**config.mk**
```make
export PLATFORM = sky130hd
export DESIGN_NAME = sseg_scan_mux
export DESIGN_NICKNAME = d
export VERILOG_FILES = /design/src/rtl/sseg_scan_mux.sv
export SDC_FILE = /design/constraint.sdc
export NUM_CORES = 1
export LEC_CHECK = 0
export ABC_AREA = 1
export ABC_CLOCK_PERIOD_IN_PS = 3200
export BUFFER_PORTS_ARGS = -buffer_cell sky130_fd_sc_hd__buf_2
export CAP_MARGIN = 40
export CORE_MARGIN = 1.5
export CORE_UTILIZATION = 45
export CTS_BUF_LIST = sky130_fd_sc_hd__clkbuf_16
export DETAILED_ROUTE_END_ITERATION = 8
export HOLD_SLACK_MARGIN = 0.05
export PLACE_DENSITY = 0.66
export SYNTH_ARGS = -nofsm -noshare
export SYNTH_HDL_FRONTEND = slang
export SYNTH_SLANG_ARGS = --single-unit
```
**constraint.sdc**
```tcl
create_clock -name clk -period 3.2 [get_ports clk]
set_clock_uncertainty 0.05 [all_clocks]
set_input_delay 0.64 -clock clk [delete_from_list [all_inputs] [get_ports clk]]
set_output_delay 0.64 -clock clk [all_outputs]
set_load 0.01 [all_outputs]
```
**src/rtl/sseg_scan_mux.sv**
```systemverilog
// sseg_scan_mux: four-digit active-low seven-segment scan driver with frame-latched
// inputs and a blank dead-time at each digit switch. Define SSEG_DIM_EN for per-digit dimming.
module sseg_scan_mux #(
    parameter int REFRESH_BITS = 18,
    parameter int DEAD         = 256
) (
    input  logic       clk,
    input  logic       reset,
    input  logic [7:0] in0,
    input  logic [7:0] in1,
    input  logic [7:0] in2,
    input  logic [7:0] in3,
    input  logic [3:0] blank,
`ifdef SSEG_DIM_EN
    input  logic [3:0] bright,
`endif
    output logic [3:0] an,
    output logic [7:0] sseg,
    output logic       frame_tick
);

    localparam int PW = REFRESH_BITS - 2;
    localparam logic [PW-1:0] DEAD_P = PW'(DEAD);

    logic [REFRESH_BITS-1:0] q;
    logic [1:0]              slot;
    logic [PW-1:0]           phase;
    logic                    frame_end;

    logic [7:0]              sh_pat [4];
    logic [3:0]              sh_blank;
`ifdef SSEG_DIM_EN
    logic [3:0]              sh_bright;
`endif

    logic                    dim_ok;
    logic                    lit;
    logic [3:0]              an_d;
    logic [7:0]              sseg_d;

    assign slot      = q[REFRESH_BITS-1 -: 2];
    assign phase     = q[PW-1:0];
    assign frame_end = &q;

    always_ff @(posedge clk) begin
        if (reset) begin
            q <= '0;
        end else begin
            q <= q + 1'b1;
        end
    end

    // Shadows change only on the last cycle of a frame so a frame never tears.
    always_ff @(posedge clk) begin
        if (reset) begin
            for (int i = 0; i < 4; i++) begin
                sh_pat[i] <= 8'hFF;
            end
            sh_blank <= 4'b0000;
`ifdef SSEG_DIM_EN
            sh_bright <= 4'hF;
`endif
        end else if (frame_end) begin
            sh_pat[0] <= in0;
            sh_pat[1] <= in1;
            sh_pat[2] <= in2;
            sh_pat[3] <= in3;
            sh_blank  <= blank;
`ifdef SSEG_DIM_EN
            sh_bright <= bright;
`endif
        end
    end

    always_comb begin
        dim_ok = 1'b1;
`ifdef SSEG_DIM_EN
        dim_ok = (phase[PW-1 -: 4] <= sh_bright[slot]);
`endif
        lit    = (phase >= DEAD_P) && !sh_blank[slot] && dim_ok;
        an_d   = 4'b1111;
        sseg_d = 8'hFF;
        if (lit) begin
            an_d   = ~(4'b0001 << slot);
            sseg_d = sh_pat[slot];
        end
    end

    always_ff @(posedge clk) begin
        if (reset) begin
            an         <= 4'b1111;
            sseg       <= 8'hFF;
            frame_tick <= 1'b0;
        end else begin
            an         <= an_d;
            sseg       <= sseg_d;
            frame_tick <= frame_end;
        end
    end

endmodule
```
======== Yosys cells after proc, flatten, opt, wreduce, memory -nomap -nowiden ========
Memories as Yosys holds them, arrays and structs flattened. A register that Yosys moved wholly into a read port is not among the register bits.
Index checks and enable logic that the tools add are counted.
storage, ports and cells
  logic and storage cells ................. 30
  RAM bits ................................ 32
  output and inout port bits .............. 13
  memories ................................ 1
  flip-flop bits (word level) ............. 27
memory list
  name    depth  bits a word  read ports  clocked after memory_dff  write ports  RTL line  source
  sh_pat  4      8            1           1                         4            30        logic [7:0] sh_pat [4];
operators by class
  reductions and logical operators ........ 4
  bitwise operators ....................... 6
  shifts and indexed selects .............. 1
  $lt $le $gt $ge ......................... 2
  add/subtract/negate cells ............... 1
  multiplexer cells ....................... 11
operators with widths
  cell                                                                number
  two-way mux 8 bit                                                   4
  adder 18 x 1 -> 18 bit, second input constant                       1
  AND reduction 18 bit                                                1
  greater-or-equal comparator 16 x 9 -> 1 bit, second input constant  1
  two-way mux 1 bit                                                   6
  inverter 4 bit                                                      1
  bitwise OR 1 bit                                                    4
  left shift 1 x 2 -> 4 bit, first input constant                     1
  less-than comparator 2 x 3 -> 1 bit, second input constant          1
  binary-select mux 1 bit (select 2 bit)                              1
  OR reduction 2 bit                                                  1
  logical AND 1 bit                                                   1
  zero test 1 bit                                                     1
  inverter 1 bit                                                      1

======== Longest topological paths before layout ========
Gate-level depths: netlist (run 1).
  depth in word-level cells ............... 6
  gate-level depth with buffers ........... 9
  mapped depth without buffers ............ 8

======== Worst setup path after synthesis (run 1) ========
No wires, ideal clock.
  kind .................................... input port to flip-flop
  from .................................... in reset
  to ...................................... mem sh_pat[0][0], enable pin
  path slack .............................. 0.765 ns
  data arrival time ....................... 1.907 ns
  cell stages on the path ................. 5
  path buffers ............................ 3
  setup time .............................. 0.479 ns
  data required time ...................... 2.671 ns
  cells stage by stage .................... buf_2 > inv_1 > clkbuf_1 > buf_2 > nand2_1
RTL lines
  what             RTL line  source
  start, declared  8         input logic reset,
  end, declared    30

======== Worst setup path after layout (run 1) ========
  from .................................... reg q[16]
  to ...................................... reg an[2]
on the way
  longest elaborated chain between the ends .. 6
  elaborated cells between the ends (all ways) .. 8
  classes of those cells .................. shift (1); mux (2); bitwise (2); reduce/logical (3)
RTL lines
  what                                     RTL line  source
  start, declared                          25        logic [REFRESH_BITS-1:0] q;
  start signal, assigned                   49        q <= q + 1'b1;
  binary-select mux 1 bit (select 2 bit)   80        lit = (phase >= DEAD_P) && !sh_blank[slot] && dim_ok;
  two-way mux 1 bit (implied by the code)  80
  zero test 1 bit                          80
  logical AND 1 bit                        80
  inverter 1 bit (no source line)          n/a
  OR reduction 2 bit (no source line)      n/a
  end signal, assigned                     95        an <= an_d;
  end, declared                            17        output logic [3:0] an,
Parallel ways exist; a longest one is shown, timed or not. The select of a mux whose other input is x is not followed.
A chain may end at the register's enable or synchronous reset.

==> impl_metrics.ini, run 1 <==
[synth]
ys_ff_latch = 67
ys_types = 25
syn_nets = 380
yosysSeqAreaShare_pct = 56.87
syn_area_um2 = 2922
synthCells = 340
ys_warn_count = 0
syn_avg_cell_area_um2 = 8.593

[sta]
fin_tns_setup_ps = 0
setup_ws_ps = 1004
slew_headroom_pct = 44.96
slew_viol_final = 0
rsz0062_at_grt = no
fmax_ghz = 0.4553
fin_crit_sh_pct = 68.64
whs_ps = 413.7
tightest_slew_ps = 825.6
setup_viol = 0
hold_viol = 0
min_period_ps = 2196

[clocking]
cts.sinks = 67
cts.repair.resized = 0
clkTransAtPathRegs_ps = 50
cts_buffers = 9
cts_tree = yes
postCtsSetupRepairBufs = 0
htreeDepth = 3
root_buffer = clkbuf_16
cts.hold.buffers_added = 0
cts_buffer_depth = 2
clock_latency_ps = 320

[global_routing]
grt_max_degree = 34
antenna_found_initial = 0
grtUsageTotal_pct = 17.04
grt_pass1_vias = 2170
grt_pass1_wl_um = 9356
grt_overflow_total = 0

[route]
num_vias = 2209
first_iter_violations = 108
drc = 0
final_antenna_net_count = 0
routed_wire_length_per_instance_um = 11.51
avgViaCountPerCell = 4.670
routed_wl_um = 5442
drt_pass1_iterations = 4

[die]
die_width_um = 83.58
start_util_pct = 46.27
die_h_um = 83.58
core_area_um2 = 6314
rows = 29
ios = 51
die-area_um2 = 6985

[cells_and_area]
finish.instance_area_um2 = 3498
final_nets = 431
layout_commonest_cell = nand2_1
syn_to_final_growth_pct = 19.74
layout_common_cells = nand2_1, inv_1, buf_2
drive_above_1_share_pct = 18.69
fillers = 578
diodes = 0

[worst_setup_path]
crit_path_max_fanout = 12
end_kind = register
rrSetupSlack_ps = 1000
worstSetupStartpointType = register
arrival_ps = 2310
crit_type = register to register
worstRegToRegCells = 5
cp.required_ps = 3310

[power]
irDropWorstVdd_v = 0.0004481
clockPowerShare_pct = 49.8
p_leak_nw = 1.466
p_seq_share_pct = 47.4
swShare_pct = 20.37
p_int_w = 0.001527
power.switching_w = 0.0003906
combinationalPowerShare_pct = 2.8
power_density_nw_per_um2 = 548.2

[placement]
dpl_cell_area_um2 = 3204
dp_slack_ps = 791.3
place_congestion = 0.8191
io_buffers = 50
hpwl_um = 3890

[job]
cap_violations = 0

[run_status]
outcome = complete, no violations

[worst_hold_path]
holdPathStages = 1
hold_class = register to register
## power groups by stage
stage | clock network (W) | registers (W) | logic (W)
detailed placement | 0 | 0.000927 | 0.0000546
finish | 0.000956 | 0.000909 | 0.0000534
floorplan | 0 | 0.000926 | 0.0000274
CTS | 0.000974 | 0.000909 | 0.0000547
global route | 0.00101 | 0.000909 | 0.0000631
global placement | 0 | 0.000926 | 0.0000528
## worst max-delay path: stages, from the launching register on
cell      delay (ps)
dfxtp_1          500
inv_1            210
nand2_1          100
clkinv_1         250
a21oi_1          760
nand3_1          150
## cell type report
cell class,count,area [µm²],area share (%)
Clock buffer,9,225.2,6.438
Clock inverter,7,68.82,1.967
Inverter,56,210.2,6.009
Multi-Input combinational cell,206,978.4,27.97
Sequential cell,67,1662,47.50
Tap cell,77,96.34,2.754
Timing Repair Buffer,51,257.7,7.368
## layer usage
metal	wire (µm)	GRT usage (%)	vias to the layer above
li1	-	-	1178
met1	2407	19.07	970
met2	2698	30.06	49
met3	182	3.264	12
met4	153	9.985	0
met5	0	0	-
## worst paths after layout
kind,start,end
max,q[16],an[2]
min,q[0],q[0]
max reg2reg,q[16],an[2]
min reg2reg,q[0],q[0]
## through the flow
stage               utilization (%)  total power, W  instances
floorplan                         -       0.0009533        340
global placement              50.75       0.0009791        457
detailed placement            50.75       0.0009815        457
CTS                           55.41        0.001937        473
global route                  55.41        0.001978        473
finish                        55.41        0.001918        473
## synth_stat cells
cell / instances / area share, %
clkinv_1: 1 / 0.13
buf_2: 6 / 1.0
inv_1: 55 / 7.1
nand3_4: 1 / 0.60
clkbuf_1: 2 / 0.26
nand2_2: 1 / 0.21
a22oi_1: 6 / 1.5
nand2_1: 100 / 13
nand2_4: 1 / 0.39
nor2_4: 1 / 0.39
nor2_8: 2 / 1.4
nand3_1: 18 / 3.1
o21a_1: 1 / 0.26
ha_1: 2 / 0.86
o21ai_0: 9 / 1.5
a21oi_1: 15 / 2.6
nor2_2: 2 / 0.43
nor2_1: 32 / 4.1
xor2_1: 1 / 0.30
edfxtp_1: 32 / 33
nand4_1: 12 / 2.6
buf_6: 3 / 1.2
nor3b_1: 1 / 0.26
dfxtp_1: 35 / 24
nor3_1: 1 / 0.17
## cell families (layout without fill, tap and decap cells)
family | Yosys count | after routing | synth area share [%]
AOI/OAI and AO/OA | 31 | 31 | 5.910
xor gates and xnor gates | 1 | 1 | 0.2998
adders and majority gates | 2 | 2 | 0.8564
buffers and inverters | 67 | 123 | 9.636
DFF | 67 | 67 | 56.87
and+or+nand+nor | 172 | 172 | 26.42
## registers in the layout, indices dropped and copies added, names as in the netlist
signal      cells
sh_pat         32
q              18
sseg            8
an              4
sh_blank        4
frame_tick      1
Power figures use the tool's default switching activity.
==> run 2, diff against run 1 <==
- ABC_CLOCK_PERIOD_IN_PS: 3200 -> 1800
- PLACE_DENSITY: 0.66 -> 0.69
- clock period: 3.2 -> 1.8 ns (I/O delays scaled with it)
==> impl_metrics.ini, run 2 (synthesis results as in run 1) <==
[run_status]
outcome = complete, no violations

[global_routing]
grt_overflow_total = 0
grt_pass1_vias = 2287
grt_max_degree = 24
grt_pass1_wl_um = 9929
grtUsageTotal_pct = 18.07
antenna_found_initial = 0

[die]
rows = 29
die-area_um2 = 6985
core_area_um2 = 6314
die_h_um = 83.58
start_util_pct = 46.27
die_width_um = 83.58
ios = 51

[placement]
io_buffers = 50
hpwl_um = 4229
dpl_cell_area_um2 = 3400
dp_cells = 477
dp_slack_ps = 29.28
place_congestion = 0.7854

[worst_setup_path]
worstRegToRegCells = 9
crit_path_max_fanout = 10
crit_type = register to register
arrival_ps = 1770
cp.required_ps = 1830
end_kind = register
worstSetupStartpointType = register

[cells_and_area]
syn_to_final_growth_pct = 29.29
regMostFlops = sh_pat
layout_common_cells = nand2_1, inv_1, buf_2
drive_above_1_share_pct = 24.34
final_nets = 454
finish.instance_area_um2 = 3777
multiInputGateArea_um2 = 1011
layout_commonest_cell = nand2_1
finalNonFillerCells = 496
diodes = 0
reg_top3 = sh_pat (32), q (18), sseg (8)
largest_reg_flops = 32
fillers = 558
seqCellArea_um2 = 1667

[sta]
fmax_ghz = 0.5753
tightest_slew_ps = 418.6
rsz0062_at_grt = yes
slew_headroom_pct = 71.99
min_period_ps = 1738
setup_ws_ps = 61.88
fin_crit_sh_pct = 96.56
whs_ps = 219.4
setup_viol = 0
hold_viol = 0
slew_viol_final = 0

[job]
cap_violations = 0

[route]
dr.max_layer_used = met4
avgViaCountPerCell = 4.714
drt_pass1_iterations = 4
final_antenna_net_count = 0
routed_wl_um = 6083
route.met3.wl_um = 269
wl_met2_um = 2970
met1_length_um = 2688
drc = 0
first_iter_violations = 100
num_vias = 2338
routed_wire_length_per_instance_um = 12.26

[power]
total_power_w = 0.003413
irDropWorstVdd_v = 0.0005928
p_leak_nw = 1.614
power_density_nw_per_um2 = 903.4

[clocking]
cts_buffer_depth = 2
cts_buffers = 9
cts.sinks = 67
root_buffer = clkbuf_16
htreeDepth = 3
clock_latency_ps = 330
cts_tree = yes
clkTransAtPathRegs_ps = 60

[worst_hold_path]
hold_class = input port to register
holdPathStages = 3
[run 2: changes by cell type in the layout (fill, tap and decap cells not counted), moves of 2 or more]
cell,change
clkinv_4,-2
nand2_1,-2
buf_12,+3
nand2_4,+2
clkbuf_16,+2
buf_4,+17
dfxtp_1,-2
[run 2: report_power, final]
part           switching (W)  internal, W  total, W
sequential        0.00000986      0.00161   0.00162
combinational      0.0000612    0.0000618  0.000123
clock               0.000619      0.00105   0.00167
[run 2: worst paths after layout]
path / from / end / slack, ps
setup / recovery: q[1] / sh_pat[0][0] / 60
hold / removal: blank[3] / sh_blank[3] / 220
hold reg to reg: sh_blank[2] / sh_blank[2] / 420
setup reg to reg: q[1] / sh_pat[0][0] / 60
[run 2: layer usage]
| layer | up-vias | GRT usage (%) |
|---|---|---|
| met1 | 1040 | 21.30 |
| met2 | 55 | 29.99 |
| met4 | 0 | 8.942 |
| met5 | - | 0 |
| met3 | 16 | 5.440 |
| li1 | 1227 | - |
[run 2: through the flow]
stage	util (%)	TNS, ps
4_1_cts	58.38	0
2_1_floorplan	-	0
6_report	59.83	0
3_3_place_gp	53.84	0
5_1_grt	59.83	-196.6
3_5_place_dp	53.84	0
[run 2: repair_timing]
action	in CTS	in global routing
gates resized for setup	0	10
hold buffers	0	0
setup buffers	0	1
endpoints found under the setup margin	0	62
[run 2: cell type report]
class,count,share of cell area (%)
inverters,56,5.565
clock buffers,9,5.962
flip-flops and latches,67,44.12
clock inverters,7,1.623
well taps,77,2.551
repair buffers,74,13.42
multi-input cells,206,26.76
[run 2: critical path, stage by stage (launching register included)]
cell and delay [ps]:
dfxtp_4 360, ha_4 150, nand2_4 60, nor2_4 150, nand3_4 120, nor2_8 110, nand2_4 70, nor2_8 180
clkbuf_16 180, nand2_1 60
